$ cat config.mk
export PLATFORM = sky130hd
export DESIGN_NAME = uart_tx_arbiter
export DESIGN_NICKNAME = d
export VERILOG_FILES = /design/src/rtl/uart_tx_arbiter.sv
export SDC_FILE = /design/constraint.sdc
export NUM_CORES = 1
export LEC_CHECK = 0
export CELL_PAD_IN_SITES_DETAIL_PLACEMENT = 1
export CELL_PAD_IN_SITES_GLOBAL_PLACEMENT = 2
export CORE_MARGIN = 2
export CORE_UTILIZATION = 22
export DETAILED_ROUTE_END_ITERATION = 12
export GPL_TIMING_DRIVEN = 0
export PLACE_DENSITY = 0.88
export REMOVE_ABC_BUFFERS = 1
export SETUP_SLACK_MARGIN = 0.4
export SLEW_MARGIN = 10
export SYNTH_ARGS = -nofsm -noshare
export SYNTH_HDL_FRONTEND = slang
export SYNTH_SLANG_ARGS = --single-unit
$ cat constraint.sdc
create_clock -name Clk -period 2.75 [get_ports Clk]
set_input_delay 0.55 -clock Clk [delete_from_list [all_inputs] [get_ports Clk]]
set_output_delay 0.55 -clock Clk [all_outputs]
set_load 0.02 [all_outputs]
$ cat src/rtl/uart_tx_arbiter.sv
// Round-robin arbiter giving four requesters turns on one level-driven 5-byte UART transmitter.
// Latency: DataEn rises one cycle after an idle grant; Ack arrives HOLD_CYCLES+GAP_CYCLES cycles after that.
// Backpressure: Req is a level held until Ack; while Busy, new requests simply wait for a later turn.
module uart_tx_arbiter #(
   parameter int HOLD_CYCLES = 290000,
   parameter int GAP_CYCLES  = 16,
   parameter int CNT_W       = 19
) (
   input  logic         Clk,
   input  logic         RstN,
   input  logic [3:0]   Req,
   input  logic [159:0] ReqData,
   output logic [3:0]   Ack,
   output logic         Busy,
   output logic [1:0]   GrantId,
   output logic         DataEn,
   output logic [39:0]  DataIn
);

   typedef enum logic [1:0] {
      ST_IDLE = 2'd0,
      ST_HOLD = 2'd1,
      ST_GAP  = 2'd2
   } state_t;

   // Terminal counts; the timer restarts from zero in each timed state and never wraps.
   localparam logic [CNT_W-1:0] HOLD_LAST = CNT_W'(HOLD_CYCLES - 1);
   localparam logic [CNT_W-1:0] GAP_LAST  = CNT_W'(GAP_CYCLES - 1);

   state_t           state_q, state_d;
   logic [CNT_W-1:0] timer_q, timer_d;
   logic [1:0]       ptr_q, ptr_d;
   logic [1:0]       grant_q, grant_d;
   logic             data_en_q, data_en_d;
   logic [39:0]      data_q, data_d;
   logic [3:0]       ack_q, ack_d;
   logic             busy_q, busy_d;

   logic [3:0]       elig;
   logic             found;
   logic [1:0]       sel;
   logic [1:0]       idx;

   // Rotating first-set search over Req, starting at the pointer; the requester
   // being acknowledged this cycle is masked so it cannot be re-granted at once.
   always_comb begin
      elig  = Req & ~ack_q;
      found = 1'b0;
      sel   = 2'd0;
      idx   = 2'd0;
      for (int k = 0; k < 4; k++) begin
         idx = ptr_q + k[1:0];
         if (!found && elig[idx]) begin
            found = 1'b1;
            sel   = idx;
         end
      end
   end

   // Next-state and output logic: IDLE grants, HOLD keeps DataEn high, GAP forces it low then acks.
   always_comb begin
      state_d   = state_q;
      timer_d   = timer_q;
      ptr_d     = ptr_q;
      grant_d   = grant_q;
      data_en_d = data_en_q;
      data_d    = data_q;
      ack_d     = 4'b0000;
      busy_d    = busy_q;
      unique case (state_q)
         ST_IDLE: begin
            if (found) begin
               data_d    = ReqData[40*sel +: 40];
               data_en_d = 1'b1;
               grant_d   = sel;
               busy_d    = 1'b1;
               timer_d   = '0;
               state_d   = ST_HOLD;
            end
         end
         ST_HOLD: begin
            if (timer_q == HOLD_LAST) begin
               data_en_d = 1'b0;
               timer_d   = '0;
               state_d   = ST_GAP;
            end else begin
               timer_d = timer_q + 1'b1;
            end
         end
         ST_GAP: begin
            if (timer_q == GAP_LAST) begin
               ack_d[grant_q] = 1'b1;
               busy_d         = 1'b0;
               ptr_d          = grant_q + 2'd1;
               timer_d        = '0;
               state_d        = ST_IDLE;
            end else begin
               timer_d = timer_q + 1'b1;
            end
         end
         default: begin
            data_en_d = 1'b0;
            busy_d    = 1'b0;
            timer_d   = '0;
            state_d   = ST_IDLE;
         end
      endcase
   end

   // State register; reset mid-frame drops DataEn and discards the pending Ack.
   always_ff @(posedge Clk) begin
      if (!RstN) begin
         state_q   <= ST_IDLE;
         timer_q   <= '0;
         ptr_q     <= 2'd0;
         grant_q   <= 2'd0;
         data_en_q <= 1'b0;
         data_q    <= '0;
         ack_q     <= 4'b0000;
         busy_q    <= 1'b0;
      end else begin
         state_q   <= state_d;
         timer_q   <= timer_d;
         ptr_q     <= ptr_d;
         grant_q   <= grant_d;
         data_en_q <= data_en_d;
         data_q    <= data_d;
         ack_q     <= ack_d;
         busy_q    <= busy_d;
      end
   end

   assign Ack     = ack_q;
   assign Busy    = busy_q;
   assign GrantId = grant_q;
   assign DataEn  = data_en_q;
   assign DataIn  = data_q;

endmodule

==> flow_metrics.tcl, run 1 <==
set metrics [dict create \
    route.detailed.drc 0 \
    numClockSinks 71 \
    setup_viol 0 \
    grt_pass1_vias 4385 \
    pre_cts_ws_ns -0.528 \
    drive_above_1_share_pct 11.8 \
    r2r_setup_slack_ns 0.55 \
    initial_core_util_pct 22.7 \
    p_leak_nw 2.57 \
    antenna_found_initial 2 \
    max-cap-violations 0 \
    crit_path_end_kind "register" \
    path_clk_slew_ns 0.05 \
    vias_per_cell 4.79 \
    rsz0062_at_grt "no" \
    grt_max_degree 33 \
    synth_edf_count 0 \
    cp_slowest_cell "clkdlybuf4s50_1" \
    rows 48 \
    io_pins 214 \
    stdcell_count 885 \
    min_period_ns 2.29 \
    worst_pin_slew_ns 0.851 \
    core_area_mm2 0.0174 \
    nFillCells 1937 \
    nets 828 \
    status "finished clean" \
    post-route-period-util_pct 83.3 \
    crit_chain "clkdlybuf4s50_1, nor2b_4, a21oi_1, a2bb2oi_4, buf_16, buf_12, mux2i_2, o221ai_1" \
    peakVddDrop_mv 0.290 \
    yosysSeqAreaShare_pct 36.0 \
    crit_arrival_ns 2.49 \
    whs_ns 0.462 \
    hold_viol 0 \
    clkLatencyLatePin_ns 0.34 \
    cts_tree "done" \
    p_int_mw 3.13 \
    p_sw_mw 1.53 \
    drt_iter0_markers 134 \
    synth_area_leader_cell "dfxtp_1" \
    clock-root-buffer "clkbuf_16" \
    ant_nets 0 \
    drt-pass1-iter-count 4 \
    dieArea_mm2 0.0190 \
    synth_top_area_share_pct 36.0 \
    clock_path_buffers 2 \
    dieHeight_um 138 \
    totalWireLength_mm 17.4 \
    cp_max_fo 22 \
    powerDensity_mw_per_mm2 645 \
    routabilityCongestion 0.786 \
    slowest_delay_ns 0.47 \
    setup_slack_ns 0.459 \
    finClkSkew_ns 0.00910 \
    fmax_mhz 436 \
    synth_warnings 0 \
    grt_use_total_pct 16.6 \
    die_w_um 138 \
    dr_total_vias 4242 \
    io_buffers 213 \
    h-tree-depth 3 \
    synthMostInstantiatedCell "mux2i_1" \
    async_flop_share_pct 0 \
    wl_per_cell_um 19.6 \
    p_comb_share_pct 42.0 \
    synthTopCellsByArea "dfxtp_1, mux2i_1, o221ai_1" \
    worstSetupStartpointType "primary input" \
    critPathKind "in -> reg" \
    clockPowerShare_pct 29.1 \
    synth_cells 425 \
    finalMaxSlewViolations 0 \
    synth_cell_type_count 44 \
    swShare_pct 32.9 \
    p_seq_share_pct 28.9 \
    worstHoldPathType "reg -> reg" \
    synth_area_mm2 0.00395 \
    synth_top_cells_by_count "mux2i_1, dfxtp_1, nand2_1" \
    synth_flop_cell "dfxtp_1" \
    final_util_pct 41.5 \
    cp.required_ns 2.95 \
    dp_hpwl_mm 12.6 \
    area_delta_synth_final_pct 83.3 \
    grt_first_pass_wirelength_mm 23.9 \
    syn_avg_cell_area_um2 9.28 \
    tns_ns 0 \
    dp.cells 843 \
    relSlewSlack_pct 43.1 \
    overflow 0 \
    cts-buffers-inserted 9 \
    ys_ff_latch 71 \
]
==> sequential cells by signal (all words and copies together) (netlist names) <==
| name | cells |
|---|---|
| Ack | 4 |
| Busy | 1 |
| DataEn | 1 |
| DataIn | 40 |
| GrantId | 2 |
| ptr_q | 2 |
| state_q | 2 |
| timer_q | 19 |
==> layout by cell type (no fill, tap or decap), types with 3 or more instances in the layout <==
master and instances:
a2111oi_0 8, a211oi_1 6, a21boi_0 3, a21oi_1 6, buf_12 5, buf_16 4
buf_4 16, bufinv_16 3, clkbuf_16 15, clkdlybuf4s50_1 211, dfxtp_1 71, ha_1 7
inv_1 14, mux2i_1 80, nand2_1 51, nand3_1 8, nand4_1 5, nor2_1 24
nor2b_4 4, nor3_1 5, o21a_1 4, o221ai_1 39, or2_2 3, xnor2_1 17
==> power groups by stage <==
stage | registers [mW] | clock network (mW) | logic (mW)
final | 1.35 | 1.36 | 1.96
after CTS | 1.35 | 1.40 | 1.79
after floorplan | 1.59 | 0 | 0.587
after global placement | 1.36 | 0 | 1.65
after global routing | 1.38 | 1.44 | 2.08
after detailed placement | 1.37 | 0 | 1.72
==> what timing repair did <==
| action | 4_1_cts | 5_1_grt |
|---|---|---|
| buffers inserted | 7 | 10 |
| endpoints found under the setup margin | 64 | 59 |
| cloned | 1 | 7 |
| pin swaps | 5 | 2 |
| endpoints found under the hold margin | 0 | 0 |
| hold buffers | 0 | 0 |
| gates resized for setup | 13 | 17 |
==> per-layer routing <==
metal / global-route usage [%] / routed length [um] / vias to the layer above
met4: 6.46 / 343 / 0
met5: 0 / 0 / -
met2: 30.5 / 8800 / 143
met1: 17.9 / 6830 / 2030
met3: 4.50 / 1400 / 24
li1: - / - / 2045
==> worst max-delay path: cells and delay by family <==
kind | cells | cell delay (ns)
AO/OA/AOI/OAI | 3 | 0.50
AND/OR/NAND/NOR | 1 | 0.26
multiplexers | 1 | 0.28
buffers and inverters | 3 | 0.87
==> area by class of cell <==
| cell class | count | area (um^2) | area share (%) |
|---|---|---|---|
| antenna | 1 | 2.50 | 0.0346 |
| sequential | 71 | 1420 | 19.7 |
| multi-input combinational | 312 | 2500 | 34.6 |
| inverter | 14 | 52.6 | 0.727 |
| tap | 225 | 282 | 3.89 |
| clock buffer | 11 | 233 | 3.22 |
| clock inverter | 5 | 106 | 1.47 |
| timing repair buffer | 246 | 2630 | 36.4 |
==> per-stage QoR <==
step | power (mW) | area, um^2
finish | 4.67 | 7230
global placement | 3.01 | 6230
CTS | 4.53 | 6920
floorplan | 2.18 | 3810
detailed placement | 3.09 | 6440
global route | 4.90 | 7230
==> kinds of logic (layout without fill, tap and decap cells) <==
logic type / Yosys count / count (layout) / synth area share (%)
compound gates: 83 / 83 / 17.5
xor+xnor: 17 / 17 / 3.77
fa+ha+maj: 8 / 8 / 2.54
buf+inv: 44 / 276 / 4.63
flops: 71 / 71 / 36.0
mux: 83 / 83 / 21.1
other cells: 0 / 1 / 0
simple gates: 119 / 121 / 14.4
==> worst paths after layout <==
path | startpoint | end | cells after the start
setup reg to reg | timer_q[13] | Busy | 5
hold reg to reg | DataIn[25] | DataIn[25] | 2
setup / recovery | Req[3] | DataIn[32] | 8
hold / removal | DataIn[25] | DataIn[25] | 2
Power figures use the tool's default switching activity.
==> inputs of run 2 (changes only) <==
--- a/config.mk
+++ b/config.mk
@@ -8,10 +8,10 @@
 export CELL_PAD_IN_SITES_DETAIL_PLACEMENT = 1
 export CELL_PAD_IN_SITES_GLOBAL_PLACEMENT = 2
 export CORE_MARGIN = 2
-export CORE_UTILIZATION = 22
+export CORE_UTILIZATION = 19
 export DETAILED_ROUTE_END_ITERATION = 12
 export GPL_TIMING_DRIVEN = 0
-export PLACE_DENSITY = 0.88
+export PLACE_DENSITY = 0.81
 export REMOVE_ABC_BUFFERS = 1
 export SETUP_SLACK_MARGIN = 0.4
 export SLEW_MARGIN = 10
==> constraint.sdc (replaced) <==
create_clock -name Clk -period 1.9 [get_ports Clk]
set_input_delay 0.38 -clock Clk [delete_from_list [all_inputs] [get_ports Clk]]
set_output_delay 0.38 -clock Clk [all_outputs]
set_load 0.02 [all_outputs]
==> run 2 against run 1 <==
The run now ends with setup timing left; largest cell class unchanged; sequential share of layout area is 3.1 points lower; non-clock buffer count is 52 higher; critical path depth is 2 higher; power is 56% higher; worst setup slack worse by 0.58 ns; final cell count is 11% higher; design area is 21% higher; highest routed layer unchanged; routed wire length is 21% higher; die area is 15% higher; sequential power is 44% higher.
==> flow_metrics.tcl, run 2 (same netlist as run 1, synthesis figures left out) <==
set metrics [dict create \
    status "finished with violations" \
    violations "setup timing" \
    grt_pass1_vias 5190 \
    clock_path_buffers 2 \
    dp.cells 888 \
    final_util_pct 42.9 \
    holdBufCountCts 0 \
    cp_slowest_cell "dfxtp_4" \
    whs_ns 0.463 \
    p_leak_nw 3.22 \
    vias_per_cell 4.68 \
    totalWireLength_mm 21.1 \
    relSlewSlack_pct 57.6 \
    setup_viol 62 \
    p_total_mw 7.29 \
    final_common_cell "clkdlybuf4s50_1" \
    cts_tree "done" \
    grt_first_pass_wirelength_mm 31.0 \
    pre_cts_ws_ns -1.12 \
    wl_met1_mm 7.65 \
    worstHoldPathType "reg -> reg" \
    largest_register_ff_count 40 \
    wl_met3_mm 1.35 \
    dp_hpwl_mm 12.5 \
    fin_area_mm2 0.00872 \
    core_area_mm2 0.0203 \
    overflow 0 \
    cp.required_ns 2.11 \
    route.detailed.drc 0 \
    critPathTopFamily "buffers and inverters" \
    post-route-period-util_pct 107 \
    clock-root-buffer "clkbuf_16" \
    dr_total_vias 4588 \
    drive_above_1_share_pct 31.7 \
    tns_ns -4.07 \
    seq_area_mm2 0.00145 \
    peakVddDrop_mv 0.348 \
    placed_cell_area_mm2 0.00648 \
    powerDensity_mw_per_mm2 837 \
    drt-pass1-iter-count 4 \
    initial_core_util_pct 19.4 \
    path_buf_inv 5 \
    drt_iter0_markers 166 \
    io_buffers 213 \
    antenna_found_initial 2 \
    nFillCells 2139 \
    highest_layer "met4" \
    ant_nets 0 \
    rsz0062_at_grt "yes" \
    final_cell_mix "clkdlybuf4s50_1, dfxtp_1, mux2i_1" \
    max-cap-violations 0 \
    crit_path_end_kind "register" \
    min_period_ns 2.02 \
    cts-buffers-inserted 9 \
    cp_max_fo 8 \
    crit_chain "nor2b_4, buf_6, buf_12, a21oi_4, a2bb2oi_4, buf_12, buf_16, buf_4, mux2i_1, o221ai_2" \
    setup_slack_ns -0.124 \
    io_pins 214 \
    nets 878 \
    h-tree-depth 3 \
    slowest_delay_ns 0.37 \
    dieArea_mm2 0.0219 \
    path_clk_slew_ns 0.07 \
    grt_max_degree 21 \
    numClockSinks 71 \
    area_delta_synth_final_pct 121 \
    grt_use_total_pct 18.5 \
    finalMaxSlewViolations 0 \
    fmax_mhz 494 \
    crit_top_cell "buf_12" \
    dieHeight_um 148 \
    critPathKind "reg -> reg" \
    worstSetupStartpointType "register" \
    wl_per_cell_um 21.5 \
    die_w_um 148 \
    hold_viol 0 \
    multi_input_area_mm2 0.00319 \
    stdcell_count 981 \
    routabilityCongestion 0.767 \
    wl_met2_mm 11.3 \
    finClkSkew_ns 0.0127 \
    worst_pin_slew_ns 0.635 \
    crit_arrival_ns 2.24 \
    rows 52 \
    clkLatencyLatePin_ns 0.35 \
]
## run 2: cell types whose count changed in the layout (fill, tap and decap cells not counted), moves of 8 or more
cell / previous run / this run
mux2i_1: 80 / 55
mux2i_4: 1 / 18
dfxtp_1: 71 / 62
a2111oi_0: 8 / 0
o221ai_2: 1 / 38
buf_6: 1 / 24
clkdlybuf4s50_1: 211 / 161
dlygate4sd2_1: 0 / 46
buf_16: 4 / 18
mux2i_2: 1 / 9
o221ai_1: 39 / 0
## run 2: metal layers
layer  up-vias  GRT usage, %
met2       177          35.2
met1      2227          19.5
met3        36          4.29
met5         -             0
met4         0          7.48
li1       2148             -
## run 2: worst paths after layout
path              startpoint          to  slack, ns  cells past startpoint
setup / recovery      Ack[0]   DataIn[2]      -0.12                     10
hold reg to reg   DataIn[15]  DataIn[15]       0.46                      2
setup reg to reg      Ack[0]   DataIn[2]      -0.12                     10
hold / removal    DataIn[15]  DataIn[15]       0.46                      2
## run 2: worst min-delay path, stage by stage, from the launching register on
cell and delay (ns):
dfxtp_1 0.32, nand2_1 0.06, o221ai_2 0.05
## run 2: timing repair
| action | 4_1_cts | 5_1_grt |
|---|---|---|
| hold endpoints to repair | 0 | 0 |
| pin swaps | 42 | 19 |
| gates resized for setup | 240 | 44 |
| setup endpoints to repair | 119 | 76 |
| cloned | 16 | 1 |
| buffers inserted | 53 | 5 |
## run 2: layout make-up
type                       instances  area share [%]
clock buffer                      11            2.90
timing repair buffer             298            38.9
antenna                            2          0.0574
multi-input combinational        310            36.6
clock inverter                     5           0.474
inverter                          14           0.603
sequential                        71            16.6
tap                              270            3.87
## run 2: power by group
part	internal [mW]	total (mW)	switching, mW	leakage [nW]
clock	0.966	1.70	0.734	0.138
combinational	1.87	3.64	1.77	2.49
sequential	1.78	1.95	0.172	0.588
total	4.62	7.29	2.67	3.22
==> inputs of run 3 (changes only) <==
--- a/config.mk
+++ b/config.mk
@@ -13,7 +13,6 @@
 export GPL_TIMING_DRIVEN = 0
 export PLACE_DENSITY = 0.81
 export REMOVE_ABC_BUFFERS = 1
-export SETUP_SLACK_MARGIN = 0.4
 export SLEW_MARGIN = 10
 export SYNTH_ARGS = -nofsm -noshare
 export SYNTH_HDL_FRONTEND = slang
==> run 3 against run 2 <==
The run still ends with setup timing left; combinational power is 1% lower; global-route usage is 1.4 points lower; die area stayed put; core utilization is 0.72 points lower; first-iteration DRC count is 3.6% lower; fmax is 0.68% lower; clock-buffer cell count stayed put; final cell count is 1.0% lower; routed wire length is 0.49% higher; design area is 1.7% lower; largest cell class unchanged; largest power group unchanged.
==> flow_metrics.tcl, run 3 (same netlist as run 1, synthesis figures left out) <==
set metrics [dict create \
    seq_area_mm2 0.00144 \
    dr_total_vias 4542 \
    final_cell_mix "clkdlybuf4s50_1, dfxtp_1, mux2i_1" \
    clock_path_buffers 2 \
    dieArea_mm2 0.0219 \
    final_common_cell "clkdlybuf4s50_1" \
    critPathKind "reg -> reg" \
    cts_tree "done" \
    h-tree-depth 3 \
    grt_max_degree 41 \
    io_buffers 213 \
    path_clk_slew_ns 0.07 \
    die_w_um 148 \
    drt-pass1-iter-count 4 \
    relSlewSlack_pct 53.4 \
    core_area_mm2 0.0203 \
    dp_hpwl_mm 12.5 \
    holdBufCountCts 0 \
    min_path_cells 2 \
    drive_above_1_share_pct 31.6 \
    rr_worst_depth 7 \
    multi_input_area_mm2 0.00321 \
    vias_per_cell 4.68 \
    crit_path_end_kind "register" \
    numClockSinks 71 \
    grt_first_pass_wirelength_mm 28.7 \
    whs_ns 0.470 \
    cts-buffers-inserted 9 \
    setup_slack_ns -0.138 \
    nets 868 \
    ant_nets 0 \
    final_util_pct 42.2 \
    routabilityCongestion 0.767 \
    grt_use_total_pct 17.1 \
    initial_core_util_pct 19.4 \
    wl_per_cell_um 21.8 \
    max-cap-violations 0 \
    worstHoldPathType "reg -> reg" \
    worstSetupStartpointType "register" \
    area_delta_synth_final_pct 117 \
    totalWireLength_mm 21.2 \
    clock-root-buffer "clkbuf_16" \
    nFillCells 2146 \
    io_pins 214 \
    rsz0062_at_grt "yes" \
    peakVddDrop_mv 0.340 \
    crit_arrival_ns 2.27 \
    dieHeight_um 148 \
    cp_max_fo 6 \
    rows 52 \
    finClkSkew_ns 0.0138 \
    p_leak_nw 2.95 \
    worst_pin_slew_ns 0.697 \
    overflow 0 \
    clkLatencyLatePin_ns 0.35 \
    route.detailed.drc 0 \
    setup_viol 61 \
    post-route-period-util_pct 107 \
    status "finished with violations" \
    fmax_mhz 491 \
    dp.cells 888 \
    drt_iter0_markers 160 \
    stdcell_count 971 \
    violations "setup timing" \
    antenna_found_initial 2 \
    cp.required_ns 2.14 \
    grt_pass1_vias 4889 \
    largest_register_ff_count 40 \
    powerDensity_mw_per_mm2 848 \
    hold_viol 0 \
    finalMaxSlewViolations 0 \
    min_period_ns 2.04 \
]
[run 3: cell count changes in the layout (fill, tap and decap cells not counted), sizes merged]
| cell | delta |
|---|---|
| dlygate4sd2 | -43 |
| clkdlybuf4s15 | -2 |
| clkdlybuf4s50 | +48 |
| buf | -13 |
[run 3: critical path: stages (launching register included)]
cell	delay [ns]
dfxtp_4	0.35
or4_4	0.56
nor3_4	0.29
a21boi_4	0.11
a221oi_4	0.24
buf_6	0.16
clkbuf_16	0.16
nor2_1	0.06
[run 3: final timing paths]
| kind | startpoint | endpoint | slack [ns] |
|---|---|---|---|
| min reg2reg | DataIn[15] | DataIn[15] | 0.47 |
| max | timer_q[5] | timer_q[10] | -0.14 |
| max reg2reg | timer_q[5] | timer_q[10] | -0.14 |
| min | DataIn[15] | DataIn[15] | 0.47 |
[run 3: where the power goes]
| part | leakage [nW] | switching, mW | total [mW] | internal [mW] |
|---|---|---|---|---|
| Sequential | 0.588 | 0.182 | 1.97 | 1.78 |
| Combinational | 2.22 | 1.70 | 3.60 | 1.89 |
| Clock | 0.138 | 0.742 | 1.71 | 0.966 |
| Total | 2.95 | 2.63 | 7.27 | 4.64 |
[run 3: timing repair]
| action | CTS | global route |
|---|---|---|
| setup endpoints to repair | 65 | 65 |
| resized for setup | 133 | 89 |
| pin swaps | 14 | 24 |
| cloned | 11 | 4 |
| endpoints found under the hold margin | 0 | 0 |
| setup buffers | 41 | 15 |
[run 3: per-layer routing]
layer	up-vias	wire length [um]	global-route usage, %
li1	2132	-	-
met1	2227	7800	18.6
met2	151	11500	32.5
met3	32	1170	4.05
met4	0	666	5.81
met5	-	0	0
[run 3: layout make-up]
cell class	instances	share of cell area [%]
inverters	14	0.613
clock inverters	5	0.482
multi-input cells	310	37.5
diodes	2	0.0584
repair buffers	288	37.7
clock buffers	11	2.95
well taps	270	3.94
flip-flops and latches	71	16.8
[run 3: stage by stage]
step | setup TNS, ns | setup slack, ns | cell area, um^2 | power, mW
5_1_grt | -7.33 | -0.180 | 8570 | 7.60
6_report | -3.49 | -0.138 | 8570 | 7.27
3_5_place_dp | -57.31 | -1.12 | 6480 | 4.47
4_1_cts | -1.87 | -0.0721 | 8000 | 6.93
2_1_floorplan | -245.77 | -5.54 | 3810 | 3.15
3_3_place_gp | -400.41 | -9.15 | 6280 | 4.37
